===== src/rtl/demux_scan_if.sv =====
// demux_scan_if: handshake/data bundle between the scan block and its
// environment.
//   start, abort  : capture request / cancel (environment -> block)
//   din           : serial bit from the upstream 4:1 mux
//   word_ack      : consumer accepts Y
//   sel           : upstream mux select (block -> environment)
//   Y, word_valid : captured word and its valid flag
//   busy          : capture in progress
interface demux_scan_if;
  logic       start;
  logic       abort;
  logic       din;
  logic       word_ack;
  logic [1:0] sel;
  logic [3:0] Y;
  logic       word_valid;
  logic       busy;

  modport slave (
    input  start, abort, din, word_ack,
    output sel, Y, word_valid, busy
  );

  modport master (
    output start, abort, din, word_ack,
    input  sel, Y, word_valid, busy
  );
endinterface


===== src/rtl/demux_scan.sv =====
// demux_scan: walks the select of an upstream 4:1 mux through slots 0..3,
// holding each slot for SLOT_CYCLES clocks, samples din on the last cycle of
// each slot into a shadow register, and publishes the full word on Y with a
// valid/ack handshake.
//   clk, rst_n : clock, asynchronous active-low reset
//   bus        : demux_scan_if.slave (start/abort/din/word_ack in,
//                sel/Y/word_valid/busy out)
module demux_scan #(
  parameter int SLOT_CYCLES = 4  // 1..255
) (
  input  logic         clk,
  input  logic         rst_n,
  demux_scan_if.slave  bus
);

  localparam logic [7:0] CYC_LAST = 8'(SLOT_CYCLES - 1);

  typedef enum logic [1:0] {
    IDLE    = 2'd0,
    CAPTURE = 2'd1,
    HOLD    = 2'd2
  } state_t;

  state_t     state_q, state_d;
  logic [7:0] cyc_q, cyc_d;
  logic [1:0] sel_q, sel_d;
  logic [3:0] shadow_q, shadow_d;
  logic [3:0] y_q, y_d;
  logic       wv_q, wv_d;

  // Shadow word with the current din merged into the active slot; on the
  // final sampling edge this is the complete word, so Y never sees a
  // partially filled value.
  logic [3:0] shadow_smp;

  always_comb begin
    shadow_smp        = shadow_q;
    shadow_smp[sel_q] = bus.din;
  end

  always_comb begin
    state_d  = state_q;
    cyc_d    = cyc_q;
    sel_d    = sel_q;
    shadow_d = shadow_q;
    y_d      = y_q;
    wv_d     = wv_q;

    unique case (state_q)
      IDLE: begin
        // abort outranks start here
        if (bus.start && !bus.abort) begin
          state_d  = CAPTURE;
          cyc_d    = 8'd0;
          sel_d    = 2'd0;
          shadow_d = 4'd0;
        end
      end

      CAPTURE: begin
        if (bus.abort) begin
          // cancel wins even on the final sampling edge; Y/word_valid kept
          state_d  = IDLE;
          cyc_d    = 8'd0;
          sel_d    = 2'd0;
          shadow_d = 4'd0;
        end else if (cyc_q == CYC_LAST) begin
          cyc_d    = 8'd0;
          shadow_d = shadow_smp;
          if (sel_q == 2'd3) begin
            state_d  = HOLD;
            sel_d    = 2'd0;
            y_d      = shadow_smp;
            wv_d     = 1'b1;
            shadow_d = 4'd0;
          end else begin
            sel_d = sel_q + 2'd1;
          end
        end else begin
          cyc_d = cyc_q + 8'd1;
        end
      end

      HOLD: begin
        // start alone is dropped; only start together with ack chains
        // straight into the next capture
        if (bus.word_ack) begin
          wv_d = 1'b0;
          if (bus.start) begin
            state_d  = CAPTURE;
            cyc_d    = 8'd0;
            sel_d    = 2'd0;
            shadow_d = 4'd0;
          end else begin
            state_d = IDLE;
          end
        end
      end

      default: begin
        state_d  = IDLE;
        cyc_d    = 8'd0;
        sel_d    = 2'd0;
        shadow_d = 4'd0;
      end
    endcase
  end

  always_ff @(posedge clk or negedge rst_n) begin
    if (!rst_n) begin
      state_q  <= IDLE;
      cyc_q    <= 8'd0;
      sel_q    <= 2'd0;
      shadow_q <= 4'd0;
      y_q      <= 4'd0;
      wv_q     <= 1'b0;
    end else begin
      state_q  <= state_d;
      cyc_q    <= cyc_d;
      sel_q    <= sel_d;
      shadow_q <= shadow_d;
      y_q      <= y_d;
      wv_q     <= wv_d;
    end
  end

  assign bus.sel        = sel_q;
  assign bus.Y          = y_q;
  assign bus.word_valid = wv_q;
  assign bus.busy       = (state_q == CAPTURE);

endmodule

===== src/flat_wrapper.sv =====
// flat-port wrapper written by rule: the top's interface ports become plain ports
module demux_scan_flat 
#(
  parameter int SLOT_CYCLES = 4           
)
  (clk, rst_n, bus_start, bus_abort, bus_din, bus_word_ack, bus_sel, bus_Y, bus_word_valid, bus_busy);
  demux_scan_if bus_i ();
  input  logic clk;
  input  logic rst_n;
  input wire logic [$bits(bus_i.start)-1:0] bus_start;
  input wire logic [$bits(bus_i.abort)-1:0] bus_abort;
  input wire logic [$bits(bus_i.din)-1:0] bus_din;
  input wire logic [$bits(bus_i.word_ack)-1:0] bus_word_ack;
  output wire logic [$bits(bus_i.sel)-1:0] bus_sel;
  output wire logic [$bits(bus_i.Y)-1:0] bus_Y;
  output wire logic [$bits(bus_i.word_valid)-1:0] bus_word_valid;
  output wire logic [$bits(bus_i.busy)-1:0] bus_busy;
  assign bus_i.start = bus_start;
  assign bus_i.abort = bus_abort;
  assign bus_i.din = bus_din;
  assign bus_i.word_ack = bus_word_ack;
  assign bus_sel = bus_i.sel;
  assign bus_Y = bus_i.Y;
  assign bus_word_valid = bus_i.word_valid;
  assign bus_busy = bus_i.busy;
  demux_scan #(.SLOT_CYCLES(SLOT_CYCLES)) u_core (.clk(clk), .rst_n(rst_n), .bus(bus_i));
endmodule

===== config.mk =====
export PLATFORM = sky130hd
export DESIGN_NAME = demux_scan_flat
export DESIGN_NICKNAME = d
export VERILOG_FILES = /design/src/rtl/demux_scan_if.sv /design/src/rtl/demux_scan.sv /design/src/flat_wrapper.sv
export SDC_FILE = /design/constraint.sdc
export NUM_CORES = 1
export LEC_CHECK = 0
export ABC_CLOCK_PERIOD_IN_PS = 2340
export CAP_MARGIN = 15
export CORE_MARGIN = 2
export CORE_UTILIZATION = 50
export CTS_BUF_LIST = sky130_fd_sc_hd__clkbuf_16
export DETAILED_ROUTE_END_ITERATION = 10
export GPL_ROUTABILITY_DRIVEN = 0
export HOLD_SLACK_MARGIN = 0.08
export PLACE_DENSITY = 0.72
export SLEW_MARGIN = 20
export SYNTH_ARGS = -nofsm -noshare
export SYNTH_HDL_FRONTEND = slang
export SYNTH_SLANG_ARGS = --single-unit

===== constraint.sdc =====
create_clock -name clk -period 2.34 [get_ports clk]
set_input_delay 0.585 -clock clk [delete_from_list [all_inputs] [get_ports clk]]
set_output_delay 0.585 -clock clk [all_outputs]
set_load 0.01 [all_outputs]

==> impl_metrics.yaml <==
outcome:
  outcome: "completed"
timing:
  worst_hold_slack_ps: 474
  hold_violations: 0
  fmax_ghz: 0.480
  post-route-min-period_ps: 2080
  fin_tns_setup_ps: 0
  setup-violations-final: 0
  slew_violations: 0
  fin_crit_sh_pct: 89.0
  rsz0062_at_grt: "no"
  slew_headroom_pct: 65.4
  skew_ps: 3.27
  worst-slew-pin-transition_ps: 516
floorplanning:
  boundaryPins: 14
  die_area_um2: 2830
  start_util_pct: 53.7
  coreArea_um2: 2250
  fp.dieH_um: 53.2
  die_w_um: 53.2
  rows: 17
power:
  peakVddDrop_uv: 556
  p_leak_uw: 0.000629
  power_density_nw_per_um2: 848
setup_path:
  critPathSlowestCell: "clkdlybuf4s50_1"
  cp.arrival_ps: 2220
  r2r_slack_ps: 490
  r2r_end: "u_core.shadow_q[2]"
  max_stage_delay_ps: 500
  worstSetupStartpointType: "input port"
  cp_top_family: "simple AND/OR/NAND/NOR gates"
  timing.critical_path.buf_inv: 1
  end_kind: "flop"
  cp_cell_sequence: "clkdlybuf4s50_1, or3b_4, a21oi_4, a21oi_2, nor4_1"
  cp_num_cells: 5
  critPathMaxFanout: 6
  crit_required_ps: 2470
  reg2reg_from: "u_core.cyc_q[0]"
  r2r_cells: 5
  worstSetupPathType: "input port to flop"
grt:
  gr-total-overflow: 0
  grt_antenna_before_repair: 0
  grt_pass1_wl_um: 4520
  first_global_vias: 990
  groute.usage.overall_pct: 22.7
  grt_max_degree: 21
drt:
  post_drt_wl_per_cell_um: 16.2
  antenna_left: 0
  drc_errors: 0
  first_iter_violations: 17
  vias: 1017
  wirelength_um: 2700
  drt_pass1_iterations: 4
  via_per_inst: 6.09
synth:
  synth_edf_count: 0
  async_flop_share_pct: 100
  syn_area_per_cell_um2: 10.1
  ys_ff_latch: 20
  synth_top_flop_cell: "dfrtp_1"
  netlist_top_cells_area: "dfrtp_1, ha_1, o21ai_0"
  synth_area_um2: 1210
  yosys.area.top_type: "dfrtp_1"
  syn_inst: 120
  synth_top_area_share_pct: 41.4
  synthDistinctLibCells: 41
  ys_seq_area_share_pct: 41.4
  synth_fp_nets: 132
  ys_warn_count: 0
clock_tree:
  cts_tree: "yes"
  cts_root_buf: "clkbuf_16"
  clk_latency_ps: 250
  htreeDepth: 1
  clk_pin_slew_ps: 60
  numCtsBuffers: 3
  cts_setup_buffers: 0
  clock-sinks: 20
  clock_path_buffers: 2
  postCtsResizedCells: 0
  ctsHoldBuffers: 0
worst_hold_path:
  hp-start: "u_core.bus.Y[2]"
  hold_depth: 2
  min_to: "u_core.bus.Y[2]"
  hold_path_class: "flop to flop"
cells_and_area:
  antenna_cells: 0
  drive_above_1_share_pct: 16.5
  layout.nets: 152
  area_growth_pct: 21.1
run:
  max_cap_viol_count: 0
placed_design:
  dpl.hpwl_um: 1960
  portBuffers: 13
[registers in the layout, summed over array words and instances, names as in the netlist]
signal	count
u_core.cyc_q	8
u_core.shadow_q	3
u_core.bus.word_valid	1
u_core.state_q	2
u_core.bus.Y	4
u_core.bus.sel	2
[worst min-delay path: stages, from the launching register on]
cell     delay, ps
dfrtp_1        340
nand2_1         50
o21ai_0         60
[cell families (layout without fill, tap and decap cells)]
family	Yosys count	count (layout)	synth area share, %
AND/OR/NAND/NOR	41	41	22.4
AO/OA/AOI/OAI	39	39	23.1
flip-flops	20	20	41.4
buffers and inverters	11	30	4.34
adder cells (fa/ha/maj)	6	6	6.20
multiplexers	3	3	2.59
[power by group]
group | internal (uW) | leakage [uW] | switching [uW]
Clock | 227 | 0.0000385 | 122
Combinational | 203 | 0.000316 | 254
Sequential | 386 | 0.000274 | 49.8
Total | 817 | 0.000629 | 426
[worst max-delay path by stage]
| stage | from | endpoint | slack, ps |
|---|---|---|---|
| global placement | bus_abort | u_core.cyc_q[7] | 140 |
| CTS | bus_abort | u_core.cyc_q[7] | 280 |
| detailed placement | bus_abort | u_core.cyc_q[7] | 20 |
| finish | bus_abort | u_core.cyc_q[7] | 260 |
| global route | bus_abort | u_core.cyc_q[7] | 190 |
| floorplan | u_core.cyc_q[0] | u_core.shadow_q[2] | 690 |
[per-layer routing]
metal | part of all wire, % | wire (um) | vias up | GRT usage, %
met2 | 48 | 1290 | 42 | 36.3
met1 | 44 | 1180 | 481 | 30.1
met5 | 0 | 0 | - | 0
met4 | 1.6 | 44 | 0 | 9.40
met3 | 6.9 | 186 | 7 | 4.24
li1 | - | - | 487 | -
[cell usage in the layout (no fill, tap or decap), types with 2 or more instances in the layout]
cell type	n
o21ai_0	10
nor4_1	2
nor2_1	5
nand2_1	7
nor3_1	3
clkbuf_16	3
ha_1	6
o21a_1	3
inv_1	9
nand4_1	4
dfrtp_1	20
nand3_1	6
a21oi_1	7
clkdlybuf4s50_1	13
and3_1	2
a221oi_1	3
and4_2	2
o22ai_1	2
mux2i_1	2
buf_4	4
o21ai_2	2
a211o_1	2
a221o_1	2
[cell usage after synthesis (3+ instances only)]
cell type / instances
nor2_1: 5
dfrtp_1: 20
o21a_1: 3
inv_1: 9
a21oi_1: 7
nand2_1: 7
o21ai_0: 10
nand4_1: 4
nand3_1: 6
nor3_1: 3
ha_1: 6
a221oi_1: 3
[final cells by class]
type	instances	area, um^2
fill	202	790
multi-input combinational	89	657
sequential	20	500
timing repair buffer	17	160
clock buffer	3	75.1
tap	28	35.0
inverter	9	33.8
clock inverter	1	3.75
[through the flow]
step           cell area (um^2)  utilization (%)  instances  power [uW]  worst slack, ps
4_1_cts                    1470             65.0        167        1260              277
3_5_place_dp               1390             61.5        163         897             22.5
6_report                   1470             65.0        167        1240              258
5_1_grt                    1470             65.0        167        1320              188
3_3_place_gp               1390             61.5        163         879              140
2_1_floorplan              1210                -        120         736              694
Power figures use the tool's default switching activity.
